==> config.mk <==
export PLATFORM = sky130hd
export DESIGN_NAME = mcycle_unit
export DESIGN_NICKNAME = d
export VERILOG_FILES = /design/src/rtl/mcycle_pkg.sv /design/src/rtl/mcycle_unit.sv
export SDC_FILE = /design/constraint.sdc
export NUM_CORES = 1
export LEC_CHECK = 0
export CAP_MARGIN = 30
export CORE_AREA = 8 8 128 189
export DETAILED_ROUTE_END_ITERATION = 10
export DIE_AREA = 0 0 136 197
export PLACE_DENSITY = 0.76
export SLEW_MARGIN = 25
export SYNTH_ARGS = -nofsm -noshare
export SYNTH_HDL_FRONTEND = slang
export SYNTH_SLANG_ARGS = --single-unit
==> constraint.sdc <==
create_clock -name CLK -period 3.7 [get_ports CLK]
set_input_delay 0.37 -clock CLK [delete_from_list [all_inputs] [get_ports CLK]]
set_output_delay 0.37 -clock CLK [all_outputs]
set_load 0.005 [all_outputs]
==> src/rtl/mcycle_pkg.sv <==
// Shared types and encodings for the multi-cycle multiply/divide unit.
package mcycle_pkg;

  typedef enum logic [1:0] {
    S_IDLE    = 2'd0,
    S_COMPUTE = 2'd1,
    S_DONE    = 2'd2
  } state_e;

  localparam logic OP_MUL = 1'b0;
  localparam logic OP_DIV = 1'b1;

endpackage

==> src/rtl/mcycle_unit.sv <==
// Iterative unsigned multiply / divide unit, one bit per cycle over WIDTH cycles.
// Both operations share one 2*WIDTH shift register and one WIDTH+1-bit adder.
module mcycle_unit
  import mcycle_pkg::*;
#(
  parameter int unsigned WIDTH = 32
) (
  input  logic             CLK,
  input  logic             RESETn,
  input  logic             Start,
  input  logic             MCycleOp,
  input  logic [WIDTH-1:0] Operand1,
  input  logic [WIDTH-1:0] Operand2,
  output logic [WIDTH-1:0] Result1,
  output logic [WIDTH-1:0] Result2,
  output logic             Busy,
  output logic             Done
);

  localparam int unsigned CNT_W = $clog2(WIDTH) + 1;
  localparam int unsigned ACC_W = 2 * WIDTH;

  state_e             state_q, state_d;
  logic [CNT_W-1:0]   cnt_q, cnt_d;
  logic [ACC_W-1:0]   acc_q, acc_d;
  logic [WIDTH-1:0]   b_q, b_d;
  logic               op_q, op_d;
  logic [WIDTH-1:0]   result1_q, result1_d;
  logic [WIDTH-1:0]   result2_q, result2_d;

  logic               is_mul;
  logic [WIDTH:0]     add_a;
  logic [WIDTH:0]     add_b;
  logic               add_cin;
  logic [WIDTH+1:0]   add_sum;
  logic [ACC_W-1:0]   acc_step;

  assign is_mul = (op_q == OP_MUL);

  // Shared adder: multiply adds the multiplicand to the high half,
  // divide subtracts the divisor from the left-shifted partial remainder.
  always_comb begin
    add_a   = is_mul ? {1'b0, acc_q[ACC_W-1:WIDTH]} : acc_q[ACC_W-1:WIDTH-1];
    add_b   = is_mul ? {1'b0, b_q} : ~{1'b0, b_q};
    add_cin = ~is_mul;
    add_sum = {1'b0, add_a} + {1'b0, add_b} + (WIDTH+2)'(add_cin);
  end

  // One iteration of shift-add multiply or restoring divide.
  // A zero divisor never borrows, so it naturally yields all-ones / dividend.
  always_comb begin
    acc_step = acc_q;
    if (is_mul) begin
      if (acc_q[0]) begin
        acc_step = {add_sum[WIDTH:0], acc_q[WIDTH-1:1]};
      end else begin
        acc_step = {1'b0, acc_q[ACC_W-1:1]};
      end
    end else begin
      if (add_sum[WIDTH+1]) begin
        acc_step = {add_sum[WIDTH-1:0], acc_q[WIDTH-2:0], 1'b1};
      end else begin
        acc_step = {acc_q[ACC_W-2:0], 1'b0};
      end
    end
  end

  // Next-state, operand capture, iteration count and result update.
  always_comb begin
    state_d   = state_q;
    cnt_d     = cnt_q;
    acc_d     = acc_q;
    b_d       = b_q;
    op_d      = op_q;
    result1_d = result1_q;
    result2_d = result2_q;
    case (state_q)
      S_IDLE, S_DONE: begin
        if (Start) begin
          state_d = S_COMPUTE;
          cnt_d   = '0;
          op_d    = MCycleOp;
          if (MCycleOp == OP_MUL) begin
            b_d   = Operand1;
            acc_d = {{WIDTH{1'b0}}, Operand2};
          end else begin
            b_d   = Operand2;
            acc_d = {{WIDTH{1'b0}}, Operand1};
          end
        end else begin
          state_d = S_IDLE;
        end
      end
      S_COMPUTE: begin
        acc_d = acc_step;
        cnt_d = cnt_q + CNT_W'(1);
        if (cnt_q == CNT_W'(WIDTH - 1)) begin
          state_d   = S_DONE;
          cnt_d     = '0;
          result1_d = acc_step[WIDTH-1:0];
          result2_d = acc_step[ACC_W-1:WIDTH];
        end
      end
      default: begin
        state_d = S_IDLE;
      end
    endcase
  end

  // State and datapath registers, cleared asynchronously.
  always_ff @(posedge CLK or negedge RESETn) begin
    if (!RESETn) begin
      state_q   <= S_IDLE;
      cnt_q     <= '0;
      acc_q     <= '0;
      b_q       <= '0;
      op_q      <= OP_MUL;
      result1_q <= '0;
      result2_q <= '0;
    end else begin
      state_q   <= state_d;
      cnt_q     <= cnt_d;
      acc_q     <= acc_d;
      b_q       <= b_d;
      op_q      <= op_d;
      result1_q <= result1_d;
      result2_q <= result2_d;
    end
  end

  // Busy rises in the Start cycle so the pipeline stalls immediately.
  always_comb begin
    Busy = RESETn &&
           ((((state_q == S_IDLE) || (state_q == S_DONE)) && Start) ||
            (state_q == S_COMPUTE));
    Done = (state_q == S_DONE);
  end

  assign Result1 = result1_q;
  assign Result2 = result2_q;

endmodule

==> metrics <==
worst skew pair latency=440 ps; Synth top area share=0.395; area added between synthesis and finish=39.1%; Syn Area/Cell=8.69 sq um; Vias=about 10000; Placed Cells=1689; slew margin rel.=0.413; CTS Buf Count=17; reg2reg setup slack=-160 ps; combinational power share=0.700; layout cells sized above 1=0.225; final setup skew=12.9 ps; Post-synth top cells=o21ai_0 (183), nand2_1 (181), dfrtp_1 (169), mux2i_1 (108), nor2_1 (83); RR Endpoint=acc_q[58]; Cell Rows=66; Die ar.=26800 sq um; Crit Path Max Fanout=6; crit path time final=3860 ps; WS Path Type=reg2reg; PortBufs=133; Synth Instances=1232; post-DR wirelength/cell=20.4 um; switching power of the nets=8.04 mW; Final Hold Vio Count=0; Slew @ Worst Pin=881 ps; Filler Cell Count=1682; CP startpoint kind=flop; Synth Flop Type=dfrtp_1; Max VDD drop=542 uV; Die Wd=around 140 um; core outline area=21500 sq um; switching portion of total power=0.449; count leader, synth=o21ai_0; crit end category=flop; Syn Std Cell Area=around 11000 sq um; Yosys reg bits=between 150 and 200; clock-pin slew on the worst setup and hold paths=70 ps; final setup violating endpoints=16; Layout Nets=1577; Tot Pwr=17.9 mW; Post-synth ARST share=1.00; vias in the first global route=10500; Seq pwr share=0.191; post-DP HPWL=around 26000 um; Reg area=4230 sq um; number of diodes=0; FMAX=259 MHz; Synth area leader=dfrtp_1; Slew Viols, Final=0; CTS tree=done; Leak Pwr=6.67 nW; Routability Congestion=0.999; final worst slack=-163 ps; Synth cell types=64; clock share of power=0.108; violated checks=negative setup slack; fin crit share=1.04; end point of the critical path=acc_q[58]; CP Launch Point=add_cin; Post-Route WL=35900 um; Initial DRC Count=roughly 800; Syn. warnings=0; synth top area cells=dfrtp_1 (40%), mux2i_1 (10%), o21ai_0 (8.6%); Post-Layout Cell Count=1761; register area share after synthesis=0.395; largest net degree at the start of global routing=107; # DRC=0; Tightest Hold Check Type=in2async; boundary pin count=134; final antenna-violating net count=0; antenna violations before repair=0; all-layer global routing usage=0.263; Syn Nets=1333; Max Buffers Root-to-Sink=2; first-pass GRT wire length=around 56000 um; R2R cell count=15; Initial Util=0.499; Max-Cap Viols=0; die height=197 um; critical path required time=4010 ps; EDFF count, synth=0; Via density=just under 6; status=complete, but fails checks; P_int=9.85 mW; RSZ-0062 raised after global routing=true; Root Buffer=clkbuf_16; area of the multi-input gates=6700 sq um; TritonRoute pass-1 iters=5; reg2reg start=add_cin; htree depth=4; CTS Sinks=169; grt ovf=0; crit path DAT=4180 ps; Pwr Density=1200 nW/um^2
==> power groups by stage <==
stage	Combinational (mW)	Sequential (mW)	Clock (mW)
floorplan	5.99	3.16	0
global placement	10.4	3.37	0
detailed placement	10.4	3.40	0
CTS	11.0	3.37	1.95
global route	13.4	3.51	2.02
finish	12.5	3.42	1.93
==> kinds of logic after synthesis <==
logic type                 count (synthesis)  share of synthesized area
xor gates and xnor gates                  59                     0.0483
muxes                                    132                      0.126
DFF                                      169                      0.395
AOI/OAI and AO/OA                        377                      0.210
buffers and inverters                    107                     0.0393
adders and majority gates                 33                     0.0393
and+or+nand+nor                          355                      0.142
==> state kept, by name (all words and copies together) (netlist names) <==
register  flops
Result2      32
Result1      32
acc_q        64
b_q          32
state_q       2
cnt_q         6
add_cin       1
==> how the worst min path moves through the flow <==
| stage | to | from |
|---|---|---|
| finish | Result1[16] | RESETn |
| global route | b_q[17] | RESETn |
| CTS | Result1[16] | RESETn |
| detailed placement | Result1[16] | RESETn |
| global placement | acc_q[16] | RESETn |
| floorplan | Result1[0] | RESETn |
==> cells in the final DEF (no fill, tap or decap), types with 9 or more instances in the layout <==
cell / netlist / final
clkdlybuf4s50_1: 0 / 131
nor2_1: 83 / 77
mux2_2: 24 / 22
nand3_1: 30 / 29
xor2_2: 0 / 9
xor2_1: 41 / 30
mux2i_1: 108 / 108
nand4_1: 10 / 10
clkbuf_16: 0 / 18
inv_1: 20 / 20
buf_6: 0 / 14
nand2_1: 181 / 173
a21oi_1: 75 / 70
ha_1: 32 / 20
o211ai_1: 14 / 14
buf_4: 2 / 152
xnor2_1: 18 / 16
dfrtp_1: 169 / 168
o21ai_1: 2 / 17
ha_4: 0 / 11
a21o_1: 16 / 16
o21ai_0: 183 / 161
==> through the flow <==
step           instance area [sq um]  setup WS [ps]  setup TNS, ps  utilization  hold WS, ps
2_1_floorplan                  10700           23.3              0            -         74.4
3_3_place_gp                   13200           -168           -747        0.612          199
3_5_place_dp                   13200           -187           -899        0.614          198
4_1_cts                        14100          -4.70          -4.70        0.658          329
5_1_grt                        14900           -191          -3390        0.693          355
6_report                       14900           -163          -1180        0.693          353
==> layer usage <==
metal	wire, um	share of wire	track usage	up-vias
li1	-	-	-	4884
met1	14200	0.40	0.324	5002
met2	17900	0.50	0.442	493
met3	2340	0.065	0.0464	108
met4	1450	0.040	0.114	0
met5	0	0	0	-
==> layout make-up <==
type | instances | area share
Sequential cell | 169 | 0.284
Tap cell | 272 | 0.0229
Timing Repair Buffer | 311 | 0.195
Inverter | 21 | 0.00555
Clock buffer | 19 | 0.0291
Clock inverter | 13 | 0.0129
Multi-Input combinational cell | 956 | 0.450
==> timing repair <==
action                                  in CTS  in global routing
pin swaps                                   27                 48
resized for setup                           41                105
hold buffers                                 1                  0
hold endpoints to repair                    10                  0
buffers inserted                            13                 22
endpoints found under the setup margin      32                 55
gates cloned                                 2                  1
==> critical path, cell delays in order, from the launching register on <==
cell	delay, ps
dfrtp_4	500
buf_8	160
buf_12	120
and3b_1	240
nor2_1	80
fa_2	350
a21o_1	200
a221o_1	380
o211ai_1	310
o211ai_1	280
o21bai_1	290
xnor2_1	170
nand2_1	80
a222oi_1	320
buf_4	200
o21ai_2	50
(Power assumes the default switching activity.)
==> RTL change 1: new RTL, same flow settings <==
Change the parameter `WIDTH` from 32 to 16.
--- a/src/rtl/mcycle_unit.sv
+++ b/src/rtl/mcycle_unit.sv
@@ -4,5 +4,5 @@
   import mcycle_pkg::*;
 #(
-  parameter int unsigned WIDTH = 32
+  parameter int unsigned WIDTH = 16
 ) (
   input  logic             CLK,
Interface: changed (resized Operand1, Operand2, Result1 and Result2); port bits go from 134 to 70. The function was not compared with the original's and may differ.
==> RTL change 1 against the unedited design <==
Sequential share of layout area rose by 2.5 points. Synthesized area down 47%. Clock skew shrank 0.00074 ns. Global-route usage decreased by 13 points. Worst setup slack improved by 0.38 ns. Sequential cell count is 81 lower. Routed wire length decreased by 51%. Final area decreased by 52%. Fmax rose by 11%. Count of clock-buffer cells in the layout is 10 lower. Critical path type unchanged.
Power is not shown: default switching activity piles up to over one toggle a cycle in this logic, so the estimate is an artifact.
==> RTL change 1: results (changes against the unedited design) <==
Placement
  • Global placement routability congestion: 1.003 (+0.39%)
  • PortBufs: 69 (-48%)
  • Dpl hpwl: 13420 um (-48%)
  • Dpl cells: 959 (-43%)

Layout
  • Non-clock buffers: 97 (-69%)
  • #MultiIn Comb: 492 (-49%)
  • Share of cells above drive strength 1: 0.1176 (-0.1074)
  • Total area of sequential cells: 2203 um^2 (-48%)
  • Area of the multi-input gates: 3266 um^2 (-51%)
  • Inverters: 13 (-38%)
  • Buffering overhead: 0.1290 (-0.06616)
  • ClkCell Share: 0.04815 (+0.006215)
  • Largest register FFs: 32 (-50%)
  • Fill cells: 2257 (+34%)
  • Final net count: 754 (-52%)

Yosys
  • Synth area leaders: dfrtp_1 (39%), mux2i_1 (8.9%), o21ai_0 (6.6%), nand2_1 (5.2%), a21oi_1 (4.3%)
  • Mux share of post-synthesis cell area: 0.1151 (-0.01115)
  • Syn_nets: 687 (-48%)
  • Fraction of the mapped netlist area in compound gates: 0.2280 (+0.01828)
  • Synth Area in Adders: 0.03896 (-0.0003200)
  • Seq/Total Area, Yosys: 0.3896 (-0.005538)
  • Synth top cells by count: dfrtp_1 (88), nand2_1 (78), o21ai_0 (75)
  • Xor/xnor share of the synthesized area: 0.04338 (-0.004894)
  • Avg Synthesized Cell Area: 8.916 um^2 (+2.6%)

STA
  • Relative slew slack: 0.3624 (-0.05043)
  • Max Clock Skew: 0.01212 ns (-0.0007396 ns)

Clocking
  • CTS Buf Count: 9 (-8)
  • Clk_lat worst skew: 0.35 ns (-0.09 ns)
  • CTS sink cnt: 88 (-48%)

Setup path
  • CP max FO: 15 (+9)
  • Slowest-stage cell, CP: a2111o_1
  • Max stage delay on crit path: 0.55 ns (+0.05 ns)

Global route
  • All-layer global routing usage: 0.1339 (-0.1295)
  • Global-route wire length before repair: 28160 um (-50%)
  • Vias in the first global route: 5299 (-50%)

Route
  • 1st-iter DRT viols: 333 (-58%)
  • Final wirelength: 17540 um (-51%)
  • Wire per inst: 17.93 um (-12%)
  • Vias per cell: 5.202 (-13%)

Outcome
  • Status: finished, final reports clean
## RTL change 1: kinds of logic (layout without fill, tap and decap cells)
logic type	count (synthesis)	in the layout
fa+ha+maj	17	17
mux	63	63
buf+inv	54	126
compound gates	203	203
xor+xnor	28	28
simple gates	181	181
flops	88	88
## RTL change 1: path summary, 6_finish.rpt
check / to / from / slack (ns) / depth (start not counted)
worst max register to register: Result2[3] / add_cin / 0.21 / 12
worst min register to register: Result2[11] / Result2[11] / 0.49 / 2
worst max-delay path: Result2[3] / add_cin / 0.21 / 12
worst min-delay path: Result1[13] / RESETn / 0.02 / 1
max in group asynchronous: add_cin / RESETn / 2.60 / 2
min in group CLK: Result2[11] / Result2[11] / 0.49 / 2
## RTL change 1: stage by stage
step	hold slack (ns)	cell area, um^2	setup slack, ns	util
after CTS	0.03459	7064	0.02605	0.3290
after global placement	0.4005	6714	-0.04762	0.3127
after global routing	0.05745	7119	-0.01811	0.3316
after floorplan	0.07441	5654	0.05891	-
after detailed placement	0.4112	6714	-0.009798	0.3127
final	0.01580	7119	0.2134	0.3316
## RTL change 1: worst max-delay path, delay by kind of cell, from the launching register on
family          cells  cell delay, ns
flops               1            0.50
fa+ha+maj           1            0.39
simple gates        1            0.08
xor+xnor            1            0.17
buf+inv             4            0.69
mux                 1            0.27
compound gates      4            1.25
## RTL change 1: what timing repair did
| item | 4_1_cts | 5_1_grt |
|---|---|---|
| setup buffers | 0 | 3 |
| endpoints found under the hold margin | 0 | 0 |
| setup endpoints to repair | 3 | 12 |
| pin swaps | 0 | 3 |
| resized for setup | 2 | 9 |
| cloned | 0 | 0 |
## RTL change 1: routing by layer
layer	vias to the layer above	wire, um	GRT usage
met4	0	1054	0.09800
met1	2441	6723	0.1425
met3	57	609	0.02090
met2	151	9147	0.2340
li1	2439	-	-
met5	-	0	0
==> RTL change 2: new RTL, same flow settings <==
Made on the original files. Add an input register stage for `Start`, `MCycleOp`, `Operand1` and `Operand2`, cleared by the reset; this delays them by one clock. Comments in the files are not updated.
--- a/src/rtl/mcycle_unit.sv
+++ b/src/rtl/mcycle_unit.sv
@@ -20,4 +20,23 @@
   localparam int unsigned CNT_W = $clog2(WIDTH) + 1;
   localparam int unsigned ACC_W = 2 * WIDTH;
+
+  logic Start_q;
+  logic MCycleOp_q;
+  logic [WIDTH-1:0] Operand1_q;
+  logic [WIDTH-1:0] Operand2_q;
+
+  always_ff @(posedge CLK or negedge RESETn) begin
+    if (!RESETn) begin
+      Start_q    <= '0;
+      MCycleOp_q <= '0;
+      Operand1_q <= '0;
+      Operand2_q <= '0;
+    end else begin
+      Start_q    <= Start;
+      MCycleOp_q <= MCycleOp;
+      Operand1_q <= Operand1;
+      Operand2_q <= Operand2;
+    end
+  end
 
   state_e             state_q, state_d;
@@ -77,14 +96,14 @@
     case (state_q)
       S_IDLE, S_DONE: begin
-        if (Start) begin
+        if (Start_q) begin
           state_d = S_COMPUTE;
           cnt_d   = '0;
-          op_d    = MCycleOp;
-          if (MCycleOp == OP_MUL) begin
-            b_d   = Operand1;
-            acc_d = {{WIDTH{1'b0}}, Operand2};
+          op_d    = MCycleOp_q;
+          if (MCycleOp_q == OP_MUL) begin
+            b_d   = Operand1_q;
+            acc_d = {{WIDTH{1'b0}}, Operand2_q};
           end else begin
-            b_d   = Operand2;
-            acc_d = {{WIDTH{1'b0}}, Operand1};
+            b_d   = Operand2_q;
+            acc_d = {{WIDTH{1'b0}}, Operand1_q};
           end
         end else begin
@@ -132,5 +151,5 @@
   always_comb begin
     Busy = RESETn &&
-           ((((state_q == S_IDLE) || (state_q == S_DONE)) && Start) ||
+           ((((state_q == S_IDLE) || (state_q == S_DONE)) && Start_q) ||
             (state_q == S_COMPUTE));
     Done = (state_q == S_DONE);
Behaviour: not the same (Yosys sat finds a counterexample within 4 cycles, from zero or initial values and one cycle with RESETn low).
==> RTL change 2 against the unedited design <==
Synthesized area up 16%. Die area unchanged. Critical path type unchanged. Clock skew about the same. Critical path depth unchanged. Worst setup slack better by 0.15 ns. Highest routed layer unchanged. The run still ends with negative setup slack left. Final area up 9.0%. Sequential cell count up 66. Routed wire length up 4.7%.
Power is not shown: default switching activity piles up to over one toggle a cycle in this logic, so the estimate is an artifact.
==> RTL change 2: results (changes against the unedited design) <==
Route
  • Pre-antenna DRT Iters: 8 (+3)
  • Final wirelength: 37540 um (+4.7%)
  • WL met1: 15250 um (+7.5%)

Layout
  • Inverters: 17 (-19%)
  • Final net count: 1602 (+1.6%)
  • Buffering overhead: 0.1582 (-0.03698)
  • Share of cells above drive strength 1: 0.1893 (-0.03567)
  • Layout clock buffers: 32 (+13)
  • Sequential cell count: 235 (+39%)
  • Seq area share: 0.3628 (+0.07842)
  • Non-clock buffers: 277 (-11%)
  • ClkCell Share: 0.04856 (+0.006623)
  • #MultiIn Comb: 947 (-0.94%)
  • Area of the multi-input gates: 6584 um^2 (-1.8%)
  • Fill cells: 1536 (-8.7%)

STA
  • Final setup viols: 1 (-15)
  • Worst setup margin: -0.01133 ns (+0.1516 ns)
  • Post-route setup TNS: -0.01133 ns (+1.166 ns)
  • Max Clock Skew: 0.01296 ns (+0.0001030 ns)
  • Relative slew slack: 0.4187 (+0.005909)

Outcome
  • Status: complete, but fails checks
  • Failing checks: negative setup slack

Yosys
  • Syn_nets: 1384 (+3.8%)
  • Mux share of post-synthesis cell area: 0.1116 (-0.01466)
  • Fraction of the mapped netlist area in compound gates: 0.1876 (-0.02209)
  • Seq/Total Area, Yosys: 0.4733 (+0.07822)
  • Cell variety after synth: 70 (+9.4%)
  • Synth Area in Adders: 0.03384 (-0.005438)
  • Xor/xnor share of the synthesized area: 0.04089 (-0.007390)
  • Synth area leaders: dfrtp_1 (47%), mux2i_1 (8.6%), o21ai_0 (7.3%), nand2_1 (5.0%), a21oi_1 (3.7%)
  • Synth top cells by count: dfrtp_1 (235), o21ai_0 (181), nand2_1 (165)

Clocking
  • H-tree Lvls: 1 (-3)
  • CTS Buf Count: 23 (+6)
  • Maximum root-to-sink buffer count: 3 (+1)
  • # resized after CTS: 4 (-90%)
  • Post-CTS setup buffer count: 3 (-10)

Global route
  • Global-route wire length before repair: 57290 um (+2.4%)
  • Met3 Use GR: 0.03364 (-0.01274)

Placement
  • Place WS: -0.08843 ns (+0.09882 ns)
  • Global placement routability congestion: 0.9177 (-8.1%)
  • Dpl hpwl: 26380 um (+3.0%)

Setup path
  • CP arrival: 4.08 ns (-0.10 ns)
  • CP max FO: 12 (+6)

Worst hold path
  • Worst hold path type: in2reg
==> RTL change 2: changes by cell type after synthesis, moves of 7 or more <==
cell	unedited run	this run
dfrtp_1	169	235
nor2_1	83	68
o221ai_1	8	1
nand2_1	181	165
a21oi_1	75	92
buf_2	9	1
==> RTL change 2: worst paths after layout <==
| kind | start | to | slack [ns] | cells past startpoint |
|---|---|---|---|---|
| max | add_cin | acc_q[40] | -0.01 | 15 |
| min | MCycleOp | MCycleOp_q | 0.29 | 1 |
| max reg2reg | add_cin | acc_q[40] | -0.01 | 15 |
| min reg2reg | Result2[29] | Result2[29] | 0.48 | 2 |
| max in group asynchronous | RESETn | Result2[27] | 1.97 | 3 |
| min in group asynchronous | RESETn | Operand1_q[8] | 0.44 | 2 |
==> RTL change 2: through the flow <==
step,area (um^2),cells
global placement,14750,1722
detailed placement,14770,1723
floorplan,12520,1283
finish,16230,1788
CTS,15610,1767
global route,16230,1788
